## config.mk

```make
export PLATFORM = sky130hd
export DESIGN_NAME = song_sequencer_flat
export DESIGN_NICKNAME = d
export VERILOG_FILES = /design/src/rtl/song_pkg.sv /design/src/rtl/song_sequencer_if.sv /design/src/rtl/song_sequencer_rise_detect.sv /design/src/rtl/song_sequencer.sv /design/src/flat_wrapper.sv
export SDC_FILE = /design/constraint.sdc
export NUM_CORES = 1
export LEC_CHECK = 0
export ABC_CLOCK_PERIOD_IN_PS = 5800
export BUFFER_PORTS_ARGS = -buffer_cell sky130_fd_sc_hd__buf_2
export CORE_MARGIN = 5
export CORE_UTILIZATION = 55
export DETAILED_ROUTE_END_ITERATION = 12
export GPL_TIMING_DRIVEN = 0
export PLACE_DENSITY_LB_ADDON = 0.15
export SYNTH_ARGS = -nofsm -noshare
export SYNTH_HDL_FRONTEND = slang
export SYNTH_HIERARCHICAL = 1
export SYNTH_SLANG_ARGS = --single-unit
export TNS_END_PERCENT = 1
```

## constraint.sdc

```tcl
create_clock -name clk -period 5.8 [get_ports clk]
set_input_delay 0.87 -clock clk [delete_from_list [all_inputs] [get_ports clk]]
set_output_delay 0.87 -clock clk [all_outputs]
set_load 0.02 [all_outputs]
```

## src/rtl/song_pkg.sv

```systemverilog
// Shared types, note/LED codes and library geometry for the auto-play song sequencer.
package song_pkg;

    typedef enum logic [2:0] {
        ST_IDLE   = 3'd0,
        ST_LOAD   = 3'd1,
        ST_PLAY   = 3'd2,
        ST_GAP    = 3'd3,
        ST_PAUSED = 3'd4
    } state_t;

    typedef logic [3:0] note_t;

    localparam note_t END_CODE  = 4'hF;
    localparam note_t NOTE_REST = 4'd0;
    localparam note_t NOTE_1    = 4'd1;
    localparam note_t NOTE_2    = 4'd2;
    localparam note_t NOTE_3    = 4'd3;
    localparam note_t NOTE_4    = 4'd4;
    localparam note_t NOTE_5    = 4'd5;
    localparam note_t NOTE_6    = 4'd6;
    localparam note_t NOTE_7    = 4'd7;

    localparam logic [6:0] LED_OFF = 7'b0000000;
    localparam logic [6:0] LED_1   = 7'b0000001;
    localparam logic [6:0] LED_2   = 7'b0000010;
    localparam logic [6:0] LED_3   = 7'b0000100;
    localparam logic [6:0] LED_4   = 7'b0001000;
    localparam logic [6:0] LED_5   = 7'b0010000;
    localparam logic [6:0] LED_6   = 7'b0100000;
    localparam logic [6:0] LED_7   = 7'b1000000;

    localparam int NUM_SONGS = 3;
    localparam int SONG_LEN  = 56;

    function automatic logic [6:0] note_to_led(input note_t n);
        case (n)
            NOTE_1:  return LED_1;
            NOTE_2:  return LED_2;
            NOTE_3:  return LED_3;
            NOTE_4:  return LED_4;
            NOTE_5:  return LED_5;
            NOTE_6:  return LED_6;
            NOTE_7:  return LED_7;
            default: return LED_OFF;
        endcase
    endfunction

endpackage

```

## src/rtl/song_sequencer_if.sv

```systemverilog
// Button, song-library and buzzer/LED signals between the sequencer and its surroundings.
interface song_sequencer_if;
    import song_pkg::*;

    logic        btn_next;
    logic        btn_prev;
    logic        btn_play;
    note_t       lib_note;
    logic [3:0]  lib_dur;
    logic [1:0]  song_num;
    logic [5:0]  lib_addr;
    note_t       note_to_play;
    logic [6:0]  led_out;
    logic        playing;
    logic        song_done;

    modport master (
        input  btn_next, btn_prev, btn_play, lib_note, lib_dur,
        output song_num, lib_addr, note_to_play, led_out, playing, song_done
    );

    modport slave (
        output btn_next, btn_prev, btn_play, lib_note, lib_dur,
        input  song_num, lib_addr, note_to_play, led_out, playing, song_done
    );

endinterface

```

## src/rtl/song_sequencer_rise_detect.sv

```systemverilog
// Registered rising-edge detector: one-cycle pulse the cycle after a level goes high.
module rise_detect (
    input  logic clk,
    input  logic reset,
    input  logic level,
    output logic rise
);

    logic level_q;

    always_ff @(posedge clk or negedge reset) begin
        if (!reset) begin
            level_q <= 1'b0;
            rise    <= 1'b0;
        end else begin
            level_q <= level;
            rise    <= level & ~level_q;
        end
    end

endmodule

```

## src/rtl/song_sequencer.sv

```systemverilog
// Auto-play controller: walks the song library, times each note, gaps between notes,
// handles play/pause and song navigation, and drives the buzzer code and note LEDs.
module song_sequencer
    import song_pkg::*;
#(
    parameter int    TICKS_PER_UNIT = 17500000,
    parameter int    GAP_TICKS      = 1000000,
    parameter int    SONG_LEN       = song_pkg::SONG_LEN,
    parameter int    NUM_SONGS      = song_pkg::NUM_SONGS,
    parameter note_t END_CODE       = song_pkg::END_CODE
) (
    input  logic              clk,
    input  logic              reset,
    song_sequencer_if.master  bus
);

    localparam int TICK_MAX = (TICKS_PER_UNIT > GAP_TICKS) ? TICKS_PER_UNIT : GAP_TICKS;
    localparam int TW       = (TICK_MAX > 1) ? $clog2(TICK_MAX) : 1;

    localparam logic [TW-1:0] TICK_LAST = TW'(TICKS_PER_UNIT - 1);
    localparam logic [TW-1:0] GAP_LAST  = TW'((GAP_TICKS > 0) ? GAP_TICKS - 1 : 0);
    localparam logic [1:0]    SONG_LAST = 2'(NUM_SONGS - 1);
    localparam logic [5:0]    ADDR_LAST = 6'(SONG_LEN - 1);

    logic next_p, prev_p, play_p;

    rise_detect u_next (.clk(clk), .reset(reset), .level(bus.btn_next), .rise(next_p));
    rise_detect u_prev (.clk(clk), .reset(reset), .level(bus.btn_prev), .rise(prev_p));
    rise_detect u_play (.clk(clk), .reset(reset), .level(bus.btn_play), .rise(play_p));

    state_t        state, state_nxt, resume, resume_nxt;
    logic [TW-1:0] tick, tick_nxt;
    logic [3:0]    unit, unit_nxt;
    note_t         note_h, note_h_nxt;
    logic [3:0]    dur_h, dur_h_nxt;
    logic [1:0]    song_q, song_nxt;
    logic [5:0]    addr_q, addr_nxt;
    note_t         note_q, note_nxt;
    logic [6:0]    led_q, led_nxt;
    logic          playing_q, playing_nxt;
    logic          done_q, done_nxt;
    logic          advance;

    always_comb begin
        state_nxt  = state;
        resume_nxt = resume;
        tick_nxt   = tick;
        unit_nxt   = unit;
        note_h_nxt = note_h;
        dur_h_nxt  = dur_h;
        song_nxt   = song_q;
        addr_nxt   = addr_q;
        done_nxt   = 1'b0;
        advance    = 1'b0;

        if (next_p || prev_p) begin
            if (next_p)
                song_nxt = (song_q == SONG_LAST) ? 2'd0 : song_q + 2'd1;
            else
                song_nxt = (song_q == 2'd0) ? SONG_LAST : song_q - 2'd1;
            addr_nxt = '0;
            tick_nxt = '0;
            unit_nxt = '0;
            if (state == ST_PAUSED)
                resume_nxt = ST_LOAD;
            else if (state != ST_IDLE)
                state_nxt = ST_LOAD;
        end else begin
            case (state)
                ST_IDLE: begin
                    if (play_p) begin
                        state_nxt = ST_LOAD;
                        addr_nxt  = '0;
                    end
                end
                ST_LOAD: begin
                    if (play_p) begin
                        state_nxt  = ST_PAUSED;
                        resume_nxt = ST_LOAD;
                    end else if (bus.lib_note == END_CODE) begin
                        if (addr_q == 6'd0) begin
                            state_nxt = ST_IDLE;
                        end else begin
                            addr_nxt = '0;
                            done_nxt = 1'b1;
                        end
                    end else begin
                        note_h_nxt = bus.lib_note;
                        dur_h_nxt  = (bus.lib_dur == 4'd0) ? 4'd1 : bus.lib_dur;
                        tick_nxt   = '0;
                        unit_nxt   = '0;
                        state_nxt  = ST_PLAY;
                    end
                end
                ST_PLAY: begin
                    if (tick == TICK_LAST) begin
                        tick_nxt = '0;
                        if (unit == dur_h - 4'd1) begin
                            unit_nxt = '0;
                            if (GAP_TICKS > 0)
                                state_nxt = ST_GAP;
                            else
                                advance = 1'b1;
                        end else begin
                            unit_nxt = unit + 4'd1;
                        end
                    end else begin
                        tick_nxt = tick + 1'b1;
                    end
                end
                ST_GAP: begin
                    if (tick == GAP_LAST) begin
                        tick_nxt = '0;
                        advance  = 1'b1;
                    end else begin
                        tick_nxt = tick + 1'b1;
                    end
                end
                ST_PAUSED: begin
                    if (play_p)
                        state_nxt = resume;
                end
                default: state_nxt = ST_IDLE;
            endcase

            if (advance) begin
                if (addr_q == ADDR_LAST) begin
                    addr_nxt = '0;
                    done_nxt = 1'b1;
                end else begin
                    addr_nxt = addr_q + 6'd1;
                end
                state_nxt = ST_LOAD;
            end

            // The pausing cycle still sounded, so its count step stands and the
            // step's destination becomes the resume target.
            if (play_p && (state == ST_PLAY || state == ST_GAP)) begin
                resume_nxt = state_nxt;
                state_nxt  = ST_PAUSED;
            end
        end

        note_nxt    = (state_nxt == ST_PLAY) ? note_h_nxt : NOTE_REST;
        led_nxt     = note_to_led(note_nxt);
        playing_nxt = (state_nxt == ST_LOAD) || (state_nxt == ST_PLAY) || (state_nxt == ST_GAP);
    end

    always_ff @(posedge clk or negedge reset) begin
        if (!reset) begin
            state     <= ST_IDLE;
            resume    <= ST_LOAD;
            tick      <= '0;
            unit      <= '0;
            note_h    <= NOTE_REST;
            dur_h     <= 4'd0;
            song_q    <= 2'd0;
            addr_q    <= 6'd0;
            note_q    <= NOTE_REST;
            led_q     <= LED_OFF;
            playing_q <= 1'b0;
            done_q    <= 1'b0;
        end else begin
            state     <= state_nxt;
            resume    <= resume_nxt;
            tick      <= tick_nxt;
            unit      <= unit_nxt;
            note_h    <= note_h_nxt;
            dur_h     <= dur_h_nxt;
            song_q    <= song_nxt;
            addr_q    <= addr_nxt;
            note_q    <= note_nxt;
            led_q     <= led_nxt;
            playing_q <= playing_nxt;
            done_q    <= done_nxt;
        end
    end

    assign bus.song_num     = song_q;
    assign bus.lib_addr     = addr_q;
    assign bus.note_to_play = note_q;
    assign bus.led_out      = led_q;
    assign bus.playing      = playing_q;
    assign bus.song_done    = done_q;

endmodule

```

## src/flat_wrapper.sv

```systemverilog
// flat-port wrapper written by rule: the top's interface ports become plain ports
module song_sequencer_flat import song_pkg::*;
#(
    parameter int    TICKS_PER_UNIT = 17500000,
    parameter int    GAP_TICKS      = 1000000,
    parameter int    SONG_LEN       = song_pkg::SONG_LEN,
    parameter int    NUM_SONGS      = song_pkg::NUM_SONGS,
    parameter note_t END_CODE       = song_pkg::END_CODE
)
  (clk, reset, bus_btn_next, bus_btn_prev, bus_btn_play, bus_lib_note, bus_lib_dur, bus_song_num, bus_lib_addr, bus_note_to_play, bus_led_out, bus_playing, bus_song_done);
  song_sequencer_if bus_i ();
  input  logic clk;
  input  logic reset;
  input wire logic [$bits(bus_i.btn_next)-1:0] bus_btn_next;
  input wire logic [$bits(bus_i.btn_prev)-1:0] bus_btn_prev;
  input wire logic [$bits(bus_i.btn_play)-1:0] bus_btn_play;
  input wire logic [$bits(bus_i.lib_note)-1:0] bus_lib_note;
  input wire logic [$bits(bus_i.lib_dur)-1:0] bus_lib_dur;
  output wire logic [$bits(bus_i.song_num)-1:0] bus_song_num;
  output wire logic [$bits(bus_i.lib_addr)-1:0] bus_lib_addr;
  output wire logic [$bits(bus_i.note_to_play)-1:0] bus_note_to_play;
  output wire logic [$bits(bus_i.led_out)-1:0] bus_led_out;
  output wire logic [$bits(bus_i.playing)-1:0] bus_playing;
  output wire logic [$bits(bus_i.song_done)-1:0] bus_song_done;
  assign bus_i.btn_next = bus_btn_next;
  assign bus_i.btn_prev = bus_btn_prev;
  assign bus_i.btn_play = bus_btn_play;
  assign bus_i.lib_note = bus_lib_note;
  assign bus_i.lib_dur = bus_lib_dur;
  assign bus_song_num = bus_i.song_num;
  assign bus_lib_addr = bus_i.lib_addr;
  assign bus_note_to_play = bus_i.note_to_play;
  assign bus_led_out = bus_i.led_out;
  assign bus_playing = bus_i.playing;
  assign bus_song_done = bus_i.song_done;
  song_sequencer #(.TICKS_PER_UNIT(TICKS_PER_UNIT), .GAP_TICKS(GAP_TICKS), .SONG_LEN(SONG_LEN), .NUM_SONGS(NUM_SONGS), .END_CODE(END_CODE)) u_core (.clk(clk), .reset(reset), .bus(bus_i));
endmodule
```

==> results.yml, run 1 <==
setup_path:
  crit_required_ns: 6.02
  start_kind: "register"
  critical_path_arrival_ns: 2.74
  rr_worst_depth: 9
  critPathKind: "reg -> reg"
  worst_setup_path_end_kind: "register"
  critPathMaxFanout: 10
placed_design:
  routabilityCongestion: 0.906
  dpl_cell_area_mm2: 0.00418
  hpwl_um: 5910
  port_buffers: 33
pwr:
  p_int_mw: 1.02
  swShare_pct: 32.6
  power.leakage_nw: 1.92
  p_switching_uw: 495
  peakVddDrop_mv: 0.235
  pwr-share-clk_pct: 32.2
  total_power_mw: 1.52
  comb_power_share_pct: 28.3
  power_density_mw_per_mm2: 342
  power_frac_seq_pct: 39.6
final_layout:
  multiInputGateArea_mm2: 0.00200
  finalNetCount: 454
  final_util_pct: 64.8
  drive_gt1_share_pct: 19.6
  n_antenna_cell: 0
  area_growth_pct: 13.8
  regArea_mm2: 0.00175
  n_fill_cell: 606
  design_area_mm2: 0.00443
synthesis:
  yosys.area.top_type_share_pct: 44.3
  synthCells: 389
  ys_warn_count: 6
  async_flop_share_pct: 100
  yosys-top-cells-count: "dfrtp_1 (69), nor2_1 (24), nand2_1 (23), nand3_1 (23), nor3_1 (16)"
  syn_area_mm2: 0.00389
  synthFlopType: "dfrtp_1"
  synth_cell_types: 67
  ys_seq_elements: 70
  synth_nets: 410
  syn_avg_cell_area_um2: 10.0
  synth_area_leaders: "dfrtp_1 (44%), xnor2_1 (3.1%), nand3_1 (3.0%)"
  ys_seq_area_share_pct: 45.0
  synth_edf_count: 0
  synth_most_common_cell: "dfrtp_1"
  synth_top_area_cell: "dfrtp_1"
detailed_routing:
  routed_via_density: 5.92
  drtIter0Drc: 211
  dr_total_vias: 3159
  drc: 0
  antenna_left: 0
  first_pass_iters: 4
  drt-total-wl_um: 8570
  wl_per_cell_um: 16.0
die:
  die_area_mm2: 0.00886
  die_h_um: 94.1
  initial_core_util_pct: 57.0
  io-pin-count: 34
  rows: 30
  core_area_mm2: 0.00683
  die_w_um: 94.1
worst_hold_path:
  hold_path.class: "reg -> reg"
  min_path_cells: 1
clock_tree:
  cts-resized-gates: 0
  clock_path_buffers: 2
  clk_latency_ns: 0.35
  clock-root-buffer: "clkbuf_8"
  cts_setup_buffers: 0
  holdBufCountCts: 0
  h-tree-depth: 3
  numCtsBuffers: 9
  clkSinkCount: 70
  path_clk_slew_ns: 0.08
  cts_tree: "done"
sta:
  worstMarginPinSlew_ns: 0.879
  drv_slew: 0
  rsz0062_at_grt: "false"
  fmaxAchievable_mhz: 397
  holdWs_ns: 0.445
  timing.final.crit_share_pct: 43.4
  max_slew_margin_pct: 41.4
  hold_violations: 0
  skew_ns: 0.00787
  setup_tns_ns: 0
  setup_viol: 0
  min_period_ns: 2.52
global_routing:
  grt_pass1_wl_um: 15000
  grt_pass1_vias: 3078
  grt-ovfl-total: 0
  antenna_found_initial: 0
  grt_start_max_net_pins: 71
  grtUsageTotal_pct: 21.5
flow_run:
  cap_violations: 0
status:
  status: "finished, final reports clean"
per-stage QoR:
stage | instances | setup slack [ns]
floorplan | 389 | 3.63
global placement | 518 | 3.02
detailed placement | 518 | 3.01
CTS | 534 | 3.25
global route | 534 | 3.05
finish | 534 | 3.28
cells by family after synthesis:
| logic type | count (synthesis) | share of synthesized area [%] |
|---|---|---|
| and+or+nand+nor | 184 | 28.4 |
| DFF | 70 | 45.0 |
| AOI/OAI and AO/OA | 64 | 12.6 |
| buffers and inverters | 33 | 3.60 |
| xor gates and xnor gates | 17 | 4.18 |
| muxes | 13 | 3.63 |
| adders and majority gates | 8 | 2.57 |
layout make-up:
| class | count | share of cell area [%] |
|---|---|---|
| flip-flops and latches | 70 | 39.6 |
| inverters | 15 | 1.27 |
| well taps | 96 | 2.71 |
| multi-input cells | 286 | 45.2 |
| clock inverters | 5 | 2.40 |
| repair buffers | 33 | 3.79 |
| clock buffers | 11 | 3.19 |
| plain buffers | 18 | 1.89 |
power groups by stage:
| stage | registers [mW] | logic, mW | clock network [mW] |
|---|---|---|---|
| CTS | 0.601 | 0.430 | 0.495 |
| global route | 0.611 | 0.478 | 0.525 |
| finish | 0.600 | 0.429 | 0.488 |
| global placement | 0.607 | 0.415 | 0 |
| detailed placement | 0.609 | 0.429 | 0 |
| floorplan | 0.621 | 0.297 | 0 |
cell usage in the layout (no fill, tap or decap), types with 3 or more instances in the layout:
cell | netlist | final
inv_1 | 15 | 15
bufinv_16 | 0 | 3
xnor2_1 | 14 | 14
and3_1 | 8 | 8
mux2_2 | 9 | 9
nand4_1 | 10 | 10
o21ai_0 | 11 | 11
a31oi_1 | 10 | 10
mux2i_1 | 4 | 4
nor2b_4 | 3 | 3
or2_2 | 5 | 5
nor3_1 | 16 | 16
nand3_1 | 23 | 23
buf_2 | 7 | 39
o211ai_1 | 3 | 3
dfrtp_1 | 69 | 69
and2_1 | 6 | 6
nand2_1 | 23 | 23
a21oi_1 | 7 | 7
a211o_1 | 3 | 3
and4_1 | 5 | 5
nor2_1 | 24 | 24
clkbuf_1 | 10 | 11
o31ai_1 | 5 | 5
nor4_1 | 10 | 10
nor2b_1 | 4 | 4
nand2b_1 | 7 | 7
nor3b_1 | 11 | 11
clkbuf_8 | 0 | 10
nor4b_1 | 7 | 7
ha_1 | 8 | 8
a22o_1 | 4 | 4
a21o_1 | 3 | 3
or3_1 | 5 | 5
per-layer routing:
layer	part of all wire (%)	track usage [%]	vias to the layer above	wire, um
met5	0	0	-	0
met2	47	33.0	74	3990
met3	4.8	5.29	11	413
met4	1.5	6.26	0	126
met1	47	30.1	1537	4040
li1	-	-	1537	-
path summary, 6_finish.rpt:
| kind | start | endpoint | slack [ns] |
|---|---|---|---|
| setup / recovery | u_core/tick[0] | u_core/bus.led_out[5] | 3.28 |
| hold / removal | u_core/u_prev/level_q | u_core/u_prev/rise | 0.45 |
| setup reg to reg | u_core/tick[0] | u_core/bus.led_out[5] | 3.28 |
| hold reg to reg | u_core/u_prev/level_q | u_core/u_prev/rise | 0.45 |
| max in group asynchronous | reset | u_core/tick[16] | 4.59 |
| min in group asynchronous | reset | u_core/dur_h[1] | 0.64 |
registers in the layout, indices dropped and copies added (netlist names):
register	cells
u_core/bus.note_to_play	4
u_core/u_play/rise	1
u_core/u_next/rise	1
u_core/dur_h	4
u_core/u_play/level_q	1
u_core/u_next/level_q	1
u_core/bus.song_done	1
u_core/u_prev/rise	1
u_core/note_h	4
u_core/u_prev/level_q	1
u_core/state	3
u_core/bus.song_num	2
u_core/unit	4
u_core/resume	3
u_core/bus.playing	1
u_core/bus.led_out	7
u_core/tick	25
u_core/bus.lib_addr	6
worst max-delay path, cell delays in order (launching register included):
cell	delay, ns
dfrtp_1	0.42
ha_1	0.20
and3_1	0.16
clkbuf_1	0.24
and2_1	0.17
clkbuf_1	0.23
nand4_1	0.40
nand3_1	0.24
buf_2	0.24
nor4b_1	0.08
(Power assumes the default switching activity.)
==> inputs of run 2 (changes only) <==
--- a/config.mk
+++ b/config.mk
@@ -5,10 +5,10 @@
 export SDC_FILE = /design/constraint.sdc
 export NUM_CORES = 1
 export LEC_CHECK = 0
-export ABC_CLOCK_PERIOD_IN_PS = 5800
+export ABC_CLOCK_PERIOD_IN_PS = 2100
 export BUFFER_PORTS_ARGS = -buffer_cell sky130_fd_sc_hd__buf_2
 export CORE_MARGIN = 5
-export CORE_UTILIZATION = 55
+export CORE_UTILIZATION = 54
 export DETAILED_ROUTE_END_ITERATION = 12
 export GPL_TIMING_DRIVEN = 0
 export PLACE_DENSITY_LB_ADDON = 0.15
==> constraint.sdc (replaced) <==
create_clock -name clk -period 2.1 [get_ports clk]
set_input_delay 0.315 -clock clk [delete_from_list [all_inputs] [get_ports clk]]
set_output_delay 0.315 -clock clk [all_outputs]
set_load 0.02 [all_outputs]
==> run 2 against run 1 <==
  * The flow now finishes with violations (setup timing)
  * Die area up 1.7%
  * Cell area up 9.4%
  * Clock skew up 0.00089 ns
  * Critical path type unchanged
  * Critical endpoint is now u_core/unit[2]
  * Largest cell class unchanged
  * Largest power group unchanged
==> results.yml, run 2 (same netlist as run 1, synthesis figures left out) <==
status:
  status: "complete, but fails checks"
  failed_checks: "setup timing"
placed_design:
  routabilityCongestion: 0.908
  dpl_cell_area_mm2: 0.00419
  port_buffers: 33
  hpwl_um: 6050
setup_path:
  cpPeakStageDelay_ns: 0.56
  cpLargestDelayFamily: "simple AND/OR/NAND/NOR gates"
  cp.depth: 5
  worstSetupStartpoint: "u_core/tick[13]"
  critical_path_buf_inv_count: 1
  cp_common_cell: "or4_4"
  regToRegSetupSlack_ns: -0.12
  cp_cell_sequence: "or4_4 -> buf_6 -> or4_4 -> and2_4 -> o41ai_2"
  crit_required_ns: 2.34
  worst_setup_path_end_kind: "register"
  critPathMaxFanout: 4
  r2r-end: "u_core/unit[2]"
  critPathKind: "reg -> reg"
  r2r_start: "u_core/tick[13]"
  cp_slowest_cell: "or4_4"
  critical_path_arrival_ns: 2.47
  rr_worst_depth: 5
  worstSetupEndpoint: "u_core/unit[2]"
  start_kind: "register"
pwr:
  p_switching_mw: 1.51
  p_int_mw: 2.75
  peakVddDrop_mv: 0.550
  pwr-share-clk_pct: 25.8
  comb_power_share_pct: 35.3
  power_frac_seq_pct: 39.0
  total_power_mw: 4.26
  power_density_mw_per_mm2: 879
  power.leakage_nw: 2.08
  swShare_pct: 35.4
detailed_routing:
  drt-total-wl_um: 9360
  antenna_left: 0
  drc: 0
  wl_per_cell_um: 16.8
  drtIter0Drc: 201
  dr_total_vias: 3372
  first_pass_iters: 4
  routed_via_density: 6.06
global_routing:
  grt_pass1_wl_um: 15500
  grt_start_max_net_pins: 71
  antenna_found_initial: 0
  grtUsageTotal_pct: 22.3
  grt_pass1_vias: 3229
  grt-ovfl-total: 0
final_layout:
  largest_reg_flops: 25
  n_antenna_cell: 0
  n_fill_cell: 597
  mostFrequentLayoutCell: "dfrtp_1"
  final_util_pct: 67.9
  area_growth_pct: 24.5
  top_register: "u_core/tick"
  layout_common_cells: "dfrtp_1 (65), buf_2 (35), nor2_1 (24), buf_4 (23), nand2_1 (23)"
  drive_gt1_share_pct: 31.9
  finalNetCount: 473
  design_area_mm2: 0.00485
sta:
  skew_ns: 0.00876
  setup_ws_ns: -0.123
  fmaxAchievable_mhz: 450
  hold_violations: 0
  timing.final.crit_share_pct: 106
  min_period_ns: 2.22
  setup_viol: 16
  max_slew_margin_pct: 41.3
  rsz0062_at_grt: "true"
  worstMarginPinSlew_ns: 0.881
  drv_slew: 0
clock_tree:
  h-tree-depth: 3
  clock-root-buffer: "clkbuf_8"
  holdBufCountCts: 0
  numCtsBuffers: 9
  path_clk_slew_ns: 0.07
  clkSinkCount: 70
  clock_path_buffers: 2
  cts_tree: "done"
  clk_latency_ns: 0.35
die:
  io-pin-count: 34
  die_w_um: 94.9
  core_area_mm2: 0.00714
  initial_core_util_pct: 54.6
  die_area_mm2: 0.00901
  die_h_um: 94.9
  rows: 31
worst_hold_path:
  hold_path.class: "in -> async"
flow_run:
  cap_violations: 0
==> run 2: layout make-up <==
cell class / count / area (um2) / share of cell area (%)
Multi-Input combinational cell: 286 / 2260 / 46.6
Buffer: 15 / 110 / 2.27
Clock buffer: 11 / 141 / 2.92
Inverter: 15 / 56.3 / 1.16
Timing Repair Buffer: 55 / 340 / 7.02
Tap cell: 99 / 124 / 2.56
Clock inverter: 5 / 58.8 / 1.21
Sequential cell: 70 / 1760 / 36.3
==> run 2: worst min path at each step <==
stage / end / slack, ns / depth (start not counted)
2_1_floorplan: u_core/bus.led_out[0] / 0.02 / 0
3_3_place_gp: u_core/u_prev/rise / 0.43 / 1
3_5_place_dp: u_core/u_prev/rise / 0.44 / 1
4_1_cts: u_core/u_next/level_q / 0.07 / 1
5_1_grt: u_core/u_prev/level_q / 0.08 / 1
6_report: u_core/dur_h[1] / 0.07 / 1
==> run 2: power groups by stage <==
stage                     registers [mW]  clock network (mW)  logic, mW
after floorplan                     1.71                   0      0.822
after CTS                           1.66                1.13       1.33
after global placement              1.68                   0       1.15
after detailed placement            1.69                   0       1.19
after global routing                1.69                1.20       1.63
final                               1.66                1.10       1.50
==> run 2: layer usage <==
layer  GRT usage [%]  up-vias  wire length (um)
li1                -     1577                 -
met1            30.6     1655              4150
met2            34.4      118              4490
met3            5.50       22               534
met4            7.81        0               173
met5               0        -                 0
==> run 2: per-stage QoR <==
step	std cells	hold WS, ns	setup slack (ns)	TNS [ns]
global route	556	0.0775	-0.157	-2.02
floorplan	389	0.0194	-0.00156	-0.00156
CTS	552	0.0742	-0.112	-1.38
finish	556	0.0690	-0.123	-0.619
global placement	521	0.430	-0.342	-10.23
detailed placement	521	0.436	-0.396	-12.38
==> run 2: repair_timing <==
| action | in CTS | in global routing |
|---|---|---|
| endpoints found under the hold margin | 0 | 0 |
| cloned | 1 | 0 |
| resized for setup | 34 | 37 |
| setup buffers | 16 | 5 |
| setup endpoints to repair | 55 | 43 |
| pin swaps | 13 | 12 |
